**config.mk**
```make
export PLATFORM = sky130hd
export DESIGN_NAME = bin_manager
export DESIGN_NICKNAME = d
export VERILOG_FILES = /design/src/rtl/bin_manager_pkg.sv /design/src/rtl/bin_manager_copy_pipe.sv /design/src/rtl/bin_manager.sv
export SDC_FILE = /design/constraint.sdc
export NUM_CORES = 1
export LEC_CHECK = 0
export CAP_MARGIN = 15
export CORE_ASPECT_RATIO = 0.6
export CORE_MARGIN = 10
export CORE_UTILIZATION = 35
export DETAILED_ROUTE_END_ITERATION = 10
export HOLD_SLACK_MARGIN = 0.15
export PLACE_DENSITY = 0.71
export REMOVE_ABC_BUFFERS = 1
export SYNTH_ARGS = -nofsm -noshare
export SYNTH_HDL_FRONTEND = slang
export SYNTH_SLANG_ARGS = --single-unit
export TNS_END_PERCENT = 1
```
**constraint.sdc**
```tcl
create_clock -name clk -period 17.8 [get_ports clk]
set_input_delay 2.67 -clock clk [delete_from_list [all_inputs] [get_ports clk]]
set_output_delay 2.67 -clock clk [all_outputs]
set_load 0.02 [all_outputs]
```
**src/rtl/bin_manager_pkg.sv**
```systemverilog
// Shared types and helpers for the bin load/update responder: FSM states,
// variable-state word field offsets and the global RAM address computation.
package bin_manager_pkg;

  typedef enum logic [2:0] {
    IDLE,
    LD_CLAUSE,
    LD_VAR,
    LD_DRAIN,
    UPD_VAR,
    UPD_DRAIN
  } bm_state_t;

  // Variable-state word layout: 2-bit assigned value over a 16-bit decision level.
  localparam int VAR_VALUE_MSB = 17;
  localparam int VAR_VALUE_LSB = 16;
  localparam int VAR_LEVEL_MSB = 15;
  localparam int VAR_LEVEL_LSB = 0;

  // (bin-1)*per_bin + idx, unsigned and wrapping; callers truncate to the RAM
  // address width, so the 32-bit wrap is identical modulo any narrower width.
  function automatic logic [31:0] bin_addr(input logic [31:0] bin,
                                           input logic [31:0] per_bin,
                                           input logic [31:0] idx);
    return (bin - 32'd1) * per_bin + idx;
  endfunction

endpackage

```
**src/rtl/bin_manager_copy_pipe.sv**
```systemverilog
// bin_copy_pipe: issues one read per enabled cycle (index 0..last_idx, then wraps)
// and echoes each read as a write one cycle later. No backpressure; en is the issue strobe.
module bin_copy_pipe #(
  parameter int IDX_W = 5
) (
  input  logic             clk,
  input  logic             rst,
  input  logic             en,
  input  logic             tag,
  input  logic [IDX_W-1:0] last_idx,
  output logic             last,
  output logic             rd_vld,
  output logic             rd_tag,
  output logic [IDX_W-1:0] rd_idx,
  output logic             wr_vld,
  output logic             wr_tag,
  output logic [IDX_W-1:0] wr_idx
);

  logic [IDX_W-1:0] cnt;

  assign last = en && (cnt == last_idx);

  always_ff @(posedge clk) begin
    if (rst) begin
      cnt    <= '0;
      rd_vld <= 1'b0;
      rd_tag <= 1'b0;
      rd_idx <= '0;
      wr_vld <= 1'b0;
      wr_tag <= 1'b0;
      wr_idx <= '0;
    end else begin
      rd_vld <= en;
      rd_tag <= en && tag;
      rd_idx <= en ? cnt : '0;
      if (en) begin
        cnt <= last ? '0 : cnt + IDX_W'(1);
      end
      // Read data returns one cycle after the strobe, so the write trails by one.
      wr_vld <= rd_vld;
      wr_tag <= rd_tag;
      wr_idx <= rd_idx;
    end
  end

endmodule

```
**src/rtl/bin_manager.sv**
```systemverilog
// Bin load/update responder: load copies a bin's clauses+vars global->local (done at T0+NC+NV+2),
// update copies vars local->global (done at T0+NV+2); starts while busy are dropped. BIN_MANAGER_BOUNDS_CHECK_EN adds bin range rejection.
module bin_manager
  import bin_manager_pkg::*;
#(
  parameter int NUM_CLAUSES_A_BIN = 8,
  parameter int NUM_VARS_A_BIN    = 18,
  parameter int WIDTH_BIN         = 16,
  parameter int WIDTH_VAR_STATE   = 18,
  parameter int ADDR_WIDTH        = 31
) (
  input  logic                                  clk,
  input  logic                                  rst,
  input  logic                                  start_load_i,
  input  logic                                  start_update_i,
  input  logic [WIDTH_BIN-1:0]                  request_bin_num_i,
  input  logic [WIDTH_BIN-1:0]                  total_bin_num_i,
  output logic                                  done_load_o,
  output logic                                  done_update_o,
  output logic                                  busy_o,
  output logic                                  error_o,
  output logic                                  gm_clause_re_o,
  output logic [ADDR_WIDTH-1:0]                 gm_clause_addr_o,
  input  logic [2*NUM_VARS_A_BIN-1:0]           gm_clause_i,
  output logic                                  gm_var_re_o,
  output logic                                  gm_var_we_o,
  output logic [ADDR_WIDTH-1:0]                 gm_var_addr_o,
  output logic [WIDTH_VAR_STATE-1:0]            gm_var_o,
  input  logic [WIDTH_VAR_STATE-1:0]            gm_var_i,
  output logic                                  lb_clause_we_o,
  output logic [$clog2(NUM_CLAUSES_A_BIN)-1:0]  lb_clause_idx_o,
  output logic [2*NUM_VARS_A_BIN-1:0]           lb_clause_o,
  output logic                                  lb_var_we_o,
  output logic                                  lb_var_re_o,
  output logic [$clog2(NUM_VARS_A_BIN)-1:0]     lb_var_idx_o,
  output logic [WIDTH_VAR_STATE-1:0]            lb_var_o,
  input  logic [WIDTH_VAR_STATE-1:0]            lb_var_i
);

  localparam int CLW = $clog2(NUM_CLAUSES_A_BIN);
  localparam int VW  = $clog2(NUM_VARS_A_BIN);
  localparam int LW  = (VW > CLW) ? VW : CLW;

  bm_state_t            state;
  logic [WIDTH_BIN-1:0] bin_q;
  logic                 done_load_q;
  logic                 done_update_q;
  logic                 busy_q;

  logic          accept_load;
  logic          accept_update;
  logic          bin_bad;
  logic          drain_fire;

  logic          ld_en;
  logic [LW-1:0] ld_last_idx;
  logic          ld_last;
  logic          ld_rd_vld, ld_rd_tag, ld_wr_vld, ld_wr_tag;
  logic [LW-1:0] ld_rd_idx, ld_wr_idx;

  logic          upd_en;
  logic          upd_last;
  logic          upd_rd_vld, upd_wr_vld;
  logic          upd_rd_tag, upd_wr_tag;
  logic [VW-1:0] upd_rd_idx, upd_wr_idx;

  assign accept_load   = (state == IDLE) && start_load_i;
  assign accept_update = (state == IDLE) && start_update_i && !start_load_i;

  assign drain_fire = ((state == LD_DRAIN) && !ld_rd_vld) ||
                      ((state == UPD_DRAIN) && !upd_rd_vld);

`ifdef BIN_MANAGER_BOUNDS_CHECK_EN
  logic bin_bad_q;
  logic error_q;

  assign bin_bad = (request_bin_num_i == '0) || (request_bin_num_i > total_bin_num_i);
  assign error_o = error_q;

  always_ff @(posedge clk) begin
    if (rst) begin
      bin_bad_q <= 1'b0;
      error_q   <= 1'b0;
    end else begin
      error_q <= drain_fire && bin_bad_q;
      if (accept_load || accept_update) begin
        bin_bad_q <= bin_bad;
      end
    end
  end
`else
  logic unused_total;

  assign bin_bad      = 1'b0;
  assign error_o      = 1'b0;
  assign unused_total = ^total_bin_num_i;
`endif

  // A rejected bin skips straight to drain, which with an idle pipe fires
  // done (and error) exactly one cycle after the start.
  always_ff @(posedge clk) begin
    if (rst) begin
      state         <= IDLE;
      bin_q         <= '0;
      done_load_q   <= 1'b0;
      done_update_q <= 1'b0;
      busy_q        <= 1'b0;
    end else begin
      done_load_q   <= 1'b0;
      done_update_q <= 1'b0;
      busy_q        <= (state != IDLE) || accept_load || accept_update;
      case (state)
        IDLE: begin
          if (accept_load) begin
            bin_q <= request_bin_num_i;
            state <= bin_bad ? LD_DRAIN : LD_CLAUSE;
          end else if (accept_update) begin
            bin_q <= request_bin_num_i;
            state <= bin_bad ? UPD_DRAIN : UPD_VAR;
          end
        end
        LD_CLAUSE: if (ld_last) state <= LD_VAR;
        LD_VAR:    if (ld_last) state <= LD_DRAIN;
        LD_DRAIN: begin
          if (!ld_rd_vld) begin
            done_load_q <= 1'b1;
            state       <= IDLE;
          end
        end
        UPD_VAR:   if (upd_last) state <= UPD_DRAIN;
        UPD_DRAIN: begin
          if (!upd_rd_vld) begin
            done_update_q <= 1'b1;
            state         <= IDLE;
          end
        end
        default: state <= IDLE;
      endcase
    end
  end

  assign done_load_o   = done_load_q;
  assign done_update_o = done_update_q;
  assign busy_o        = busy_q;

  // Load direction: one pipe serves both phases; tag=1 marks the variable phase.
  assign ld_en       = (state == LD_CLAUSE) || (state == LD_VAR);
  assign ld_last_idx = (state == LD_VAR) ? LW'(NUM_VARS_A_BIN - 1) : LW'(NUM_CLAUSES_A_BIN - 1);

  bin_copy_pipe #(.IDX_W(LW)) u_ld_pipe (
    .clk      (clk),
    .rst      (rst),
    .en       (ld_en),
    .tag      (state == LD_VAR),
    .last_idx (ld_last_idx),
    .last     (ld_last),
    .rd_vld   (ld_rd_vld),
    .rd_tag   (ld_rd_tag),
    .rd_idx   (ld_rd_idx),
    .wr_vld   (ld_wr_vld),
    .wr_tag   (ld_wr_tag),
    .wr_idx   (ld_wr_idx)
  );

  assign upd_en = (state == UPD_VAR);

  bin_copy_pipe #(.IDX_W(VW)) u_upd_pipe (
    .clk      (clk),
    .rst      (rst),
    .en       (upd_en),
    .tag      (1'b0),
    .last_idx (VW'(NUM_VARS_A_BIN - 1)),
    .last     (upd_last),
    .rd_vld   (upd_rd_vld),
    .rd_tag   (upd_rd_tag),
    .rd_idx   (upd_rd_idx),
    .wr_vld   (upd_wr_vld),
    .wr_tag   (upd_wr_tag),
    .wr_idx   (upd_wr_idx)
  );

  logic unused_upd_tags;
  assign unused_upd_tags = upd_rd_tag ^ upd_wr_tag;

  logic ld_rd_clause, ld_rd_var, ld_wr_clause, ld_wr_var;
  assign ld_rd_clause = ld_rd_vld && !ld_rd_tag;
  assign ld_rd_var    = ld_rd_vld && ld_rd_tag;
  assign ld_wr_clause = ld_wr_vld && !ld_wr_tag;
  assign ld_wr_var    = ld_wr_vld && ld_wr_tag;

  // Global side: clause reads, variable reads (load) or writes (update).
  assign gm_clause_re_o   = ld_rd_clause;
  assign gm_clause_addr_o = ld_rd_clause ?
      ADDR_WIDTH'(bin_addr(32'(bin_q), 32'(NUM_CLAUSES_A_BIN), 32'(ld_rd_idx))) : '0;

  assign gm_var_re_o   = ld_rd_var;
  assign gm_var_we_o   = upd_wr_vld;
  assign gm_var_addr_o = ld_rd_var  ? ADDR_WIDTH'(bin_addr(32'(bin_q), 32'(NUM_VARS_A_BIN), 32'(ld_rd_idx))) :
                         upd_wr_vld ? ADDR_WIDTH'(bin_addr(32'(bin_q), 32'(NUM_VARS_A_BIN), 32'(upd_wr_idx))) :
                         '0;
  assign gm_var_o      = upd_wr_vld ? lb_var_i : '0;

  // Local side: write data is the RAM read data returning this cycle.
  assign lb_clause_we_o  = ld_wr_clause;
  assign lb_clause_idx_o = ld_wr_clause ? ld_wr_idx[CLW-1:0] : '0;
  assign lb_clause_o     = ld_wr_clause ? gm_clause_i : '0;

  assign lb_var_we_o  = ld_wr_var;
  assign lb_var_re_o  = upd_rd_vld;
  assign lb_var_idx_o = ld_wr_var  ? VW'(ld_wr_idx) :
                        upd_rd_vld ? upd_rd_idx :
                        '0;
  assign lb_var_o     = ld_wr_var ? gm_var_i : '0;

endmodule
```
# Yosys cells after proc, flatten, opt, wreduce, memory -nomap -nowiden
# Index checks and enable logic that the tools add are counted.
[totals]
wordCells = 90
register_bits = 58
out_inout_bits = 152
mem_count = 0
mem_bits_rw = 0
latch_bits = 0
romBits = 0
input_bits = 108
[classes]
bitwise = 4
add_sub_neg = 6
n_lt_le_gt_ge = 0
muxes = 24
n_div = 0
multipliers = 1
shift = 0
n_eq_ne = 13
n_reduce_logical = 25
[op_table]
columns = ["operator", "count"]
rows = [
  ["$add A31 B5 Y31", 3],
  ["$mux W31", 3],
  ["$mux W18", 2],
  ["$mux W36", 1],
  ["$mul A32 B4 Y30 const B", 1],
  ["$mux W16", 2],
  ["$mux W5", 5],
  ["$mux W3", 8],
  ["$pmux W3 S6", 1],
  ["$sub A16 B1 Y17 const B", 1],
  ["$add A5 B1 Y5 const B", 2],
  ["$logic_and A1 B1 Y1", 10],
  ["$ne A2 B2 Y1 const B", 4],
  ["$reduce_or A2 Y1", 4],
  ["$eq A3 B2 Y1 const B", 2],
  ["$eq A3 B3 Y1 const B", 2],
  ["$reduce_and A6 Y1", 1],
  ["$eq A5 B5 Y1", 1],
  ["$eq A5 B5 Y1 const B", 1],
  ["$not A1 Y1", 4],
  ["$eq A3 B1 Y1 const B", 1],
  ["$logic_not A1 Y1", 3],
  ["$logic_not A3 Y1", 1],
  ["$logic_or A1 B1 Y1", 3],
  ["6 further kinds", 7],
]

# Logic depth before layout (Yosys ltp)
[logic_depth]
ltp_word = 6
ltp_mapped = 20

# Hierarchy
# A second synthesis with hierarchy kept.
[hier_totals]
cells_unflattened = 873
hier_area_um2 = 6272.3
[by_module_without_submodules]
columns = ["mod", "area_each_um2", "seq_area_each_um2", "cells_per_inst", "instances"]
rows = [
  ["bin_manager", 4933.5, 440.4, 757, 1],
  ["bin_copy_pipe", 669.4, 380.4, 58, 2],
]

# Worst setup path after synthesis
# OpenSTA, ideal clock, no wires.
[synth_timing]
path_type = "register to output"
startpoint = "reg bin_q[0]"
endpoint = "out gm_var_addr_o[24]"
stages_incl_launch_ff = 20
t_required_ns = 15.130
path_slack_ns = 9.656
t_arrival_ns = 5.474
path_cell_list = "dfxtp_1 > inv_1 > ha_1 > or4b_4 > buf_6 > or3_1 > or4_1 > clkbuf_1 > inv_2 > ha_1 > ha_1 > clkbuf_1 > nand2_1 > a2111oi_0 > o31a_1 > o21ai_0 > nand2_1 > a2111oi_0 > or2_2 > o31ai_1"
[synth_via]
elab_chain_len = 5
[synth_lines]
columns = ["item", "line", "text"]
rows = [
  ["start, declared", "bin_manager.sv:45", "logic [WIDTH_BIN-1:0] bin_q;"],
  ["start signal, assigned", "bin_manager.sv:115", "bin_q <= request_bin_num_i;"],
  ["start signal, assigned", "bin_manager.sv:118", "bin_q <= request_bin_num_i;"],
  ["$sub A16 B1 Y17 (*)", "bin_manager_pkg.sv:25", "return (bin - 32'd1) * per_bin + idx;"],
  ["$mul A32 B4 Y30 (*)", "bin_manager_pkg.sv:25", ""],
  ["$add A31 B5 Y31", "bin_manager_pkg.sv:25", ""],
  ["$mux W31", "bin_manager.sv:199", "upd_wr_vld ? ADDR_WIDTH'(bin_addr(32'(bin_q), 32'(NUM_VARS_A_BIN), 32'(upd_wr_idx))) :"],
  ["$mux W31 (*)", "bin_manager.sv:198", "assign gm_var_addr_o = ld_rd_var ? ADDR_WIDTH'(bin_addr(32'(bin_q), 32'(NUM_VARS_A_BIN), 32'(ld_rd_idx))) :"],
  ["end, declared", "bin_manager.sv:27", "output logic [ADDR_WIDTH-1:0] gm_var_addr_o,"],
]
# Mark *: on every way between the ends. The rest lies on a longest branch, timed or not.

# Final worst setup path
[layout_timing]
startpoint = "reg bin_q[0]"
endpoint = "out gm_var_addr_o[25]"
# The elaborated chain is that of the path after synthesis.

==> flow_summary.json <==
{
  "placed_cells_incl_taps": 1264,
  "num_antenna_cells": 0,
  "synth_compound_area_frac": 0.178,
  "finalCritPeriodShare": 0.549,
  "cts.clk_slew.worst_paths_ps": 50,
  "ir_drop_v": 0.0000813,
  "yosys.cell_types.count": 64,
  "synth.area.mux_share": 0.0120,
  "grt_usage": 0.188,
  "leakagePower_nw": 3.44,
  "seq_area_um2": 1160,
  "synth_seq_area_share": 0.195,
  "fp.dieH_um": 121,
  "finalSetupTns_ps": 0,
  "crit_fanout": 13,
  "start_util": 0.362,
  "synthCells": 843,
  "avgSynthCellArea_um2": 7.06,
  "synth_edf_count": 0,
  "rsz0062_at_grt": "no",
  "hold_ws_ps": 478,
  "start_kind": "register",
  "place_area_um2": 8470,
  "antenna_found_initial": 0,
  "cp_slowest_cell": "a2111oi_0",
  "rrSetupSlack_ps": 15570,
  "netlist_area_um2": 5950,
  "cts_resized": 0,
  "clock.fmax_ghz": 0.102,
  "design.portCount": 260,
  "worstReg2RegStart": "state[1]",
  "pre_cts_ws_ps": 8500,
  "final_cells": 1280,
  "multiInputGateArea_um2": 4460,
  "status": "completed",
  "hp-start": "u_upd_pipe.rd_idx[2]",
  "n_fill_cell": 1584,
  "yosys-top-cells-count": "nand2_1 (102), nor2_1 (81), and2_1 (76)",
  "synth_top_family_by_area": "simple AND/OR/NAND/NOR gates",
  "crit_buf_inv": 3,
  "async_flop_share": 0,
  "drv_slew": 0,
  "setup_violations": 0,
  "viasPerCell": 5.18,
  "grt_start_max_net_pins": 50,
  "drcViolationCount": 0,
  "area_delta_synth_final_pct": 47.5,
  "hold_viol": 0,
  "critPathKind": "register to output port",
  "cts_tree": "done",
  "critical-path-max-stage-delay_ps": 910,
  "routed_wl_um": 22700,
  "holdCritPathClass": "register to register",
  "place.gp.congestion": 0.901,
  "grt_pass1_wl_um": 34900,
  "max-clock-path-buffers": 2,
  "clk_latency_ps": 320,
  "drive_above_1_share": 0.0352,
  "hpwl_um": 19000,
  "critical_path_arrival_ps": 7090,
  "cts_hold_buffers": 0,
  "yosysMostFrequentCell": "nand2_1",
  "cp_data_required_time_ps": 15130,
  "overflow": 0,
  "portBuffers": 242,
  "fin_util": 0.534,
  "die_x_um": 188,
  "layout_min_cycle_time_ps": 9760,
  "final_area_um2": 8780,
  "cts_setup_buffers": 0,
  "worst_slack_ps": 8040,
  "ys.flop_type": "dfxtp_1",
  "wl_met2_um": 9910,
  "synth_top_area_frac": 0.195,
  "clock-sinks": 58,
  "fin_skew_ps": 5.36,
  "totalPowerFinal_uw": 880,
  "synthXorXnorAreaFrac": 0.0956,
  "drtIter0Drc": 528,
  "cts_buffers": 9,
  "yosys.area.top_type": "dfxtp_1",
  "route.met3.wl_um": 1830,
  "cts-root-buf": "clkbuf_16",
  "cp-startpoint": "bin_q[0]",
  "synth_fa_ha_area_frac": 0.102,
  "met1_length_um": 11000,
  "tightest_slew_ps": 1120,
  "max_cap_viol_count": 0,
  "core_area_um2": 16400,
  "cpLargestDelayFamily": "simple AND/OR/NAND/NOR gates",
  "path_cells": "inv_1, ha_1, or4b_4, or3_1, or4_1, inv_2, ha_1, ha_1, nand2_1, a2111oi_0, nor4_1, nor2_1, nand3b_1, nand3b_1, o31ai_1, a211oi_1, clkdlybuf4s50_1",
  "yosys_warnings": 0,
  "fp-row-count": 36,
  "vias": 6631,
  "cts_htree_levels": 3,
  "ys_ff_latch": 58,
  "nets": 1202,
  "max_slew_margin": 0.247,
  "grt_pass1_vias": 6056,
  "netlist_top_cells_area": "dfxtp_1 (20%), ha_1 (8.8%), and2_1 (8.0%)",
  "endpoint_kind": "output port",
  "path_common_cell": "ha_1",
  "top_layer": "met4",
  "dieArea_um2": 22800,
  "ant_nets": 0,
  "synthSimpleGateAreaFrac": 0.361,
  "p_per_area_nw_per_um2": 100,
  "dr.pass1.iters": 5,
  "wl_per_cell_um": 17.8
}
-- routing by layer --
layer,global-route usage,up-vias
li1,-,3327
met1,0.256,3042
met2,0.299,256
met3,0.0545,6
met4,0.0133,0
met5,0,-
-- logic make-up after synthesis --
logic type / count (synthesis)
and+or+nand+nor: 415
AOI/OAI and AO/OA: 169
buffers and inverters: 82
xor gates and xnor gates: 65
DFF: 58
adders and majority gates: 46
muxes: 7
other: 1
-- registers in the layout (all words and copies together), names as in the netlist --
name and flops:
bin_q 16, u_ld_pipe.cnt 5, u_ld_pipe.rd_idx 5, u_ld_pipe.wr_idx 5
u_upd_pipe.cnt 5, u_upd_pipe.rd_idx 5, u_upd_pipe.wr_idx 5, state 3
busy_o 1, done_load_o 1, done_update_o 1, u_ld_pipe.rd_tag 1
u_ld_pipe.rd_vld 1, u_ld_pipe.wr_tag 1, u_ld_pipe.wr_vld 1, u_upd_pipe.rd_vld 1
u_upd_pipe.wr_vld 1
-- placed cells by master, fill, tap and decap left out, types with 3 or more instances in the layout --
cell type and instances:
clkdlybuf4s50_1 242, nand2_1 102, nor2_1 81, and2_1 76
a21oi_1 61, dfxtp_1 58, xnor2_1 47, ha_1 42
nor3_1 30, inv_1 29, and3_1 28, o21ai_0 22
nand3_1 20, xor2_1 18, a211oi_1 16, a21o_1 14
nor2b_1 12, nand2b_1 10, clkbuf_16 9, nand3b_1 8
o22ai_1 8, o31ai_1 7, o211ai_1 7, nand4_1 7
a31oi_1 7, or4_1 6, or3_1 6, mux2i_1 6
or2_2 5, nor4_1 5, nor3b_1 5, o21a_1 5
fa_1 4, clkinvlp_4 3, buf_4 3
-- power by group --
part	total, mW	internal (mW)	switching [mW]
Sequential	0.148	0.137	0.0111
Clock	0.167	0.111	0.0559
Combinational	0.565	0.219	0.346
-- worst paths after layout --
check | to | depth (start not counted)
setup reg to reg | state[2] | 9
hold reg to reg | u_upd_pipe.wr_idx[2] | 1
hold / removal | u_upd_pipe.wr_idx[2] | 1
setup / recovery | gm_var_addr_o[25] | 17
-- cell type report --
class                           count  area share
Inverter                           30      0.0128
Tap cell                          228      0.0325
Clock buffer                       11      0.0277
Timing Repair Buffer              246       0.280
Multi-Input combinational cell    703       0.509
Clock inverter                      4     0.00599
Sequential cell                    58       0.132
No activity file was read; power rests on OpenSTA's default activity.
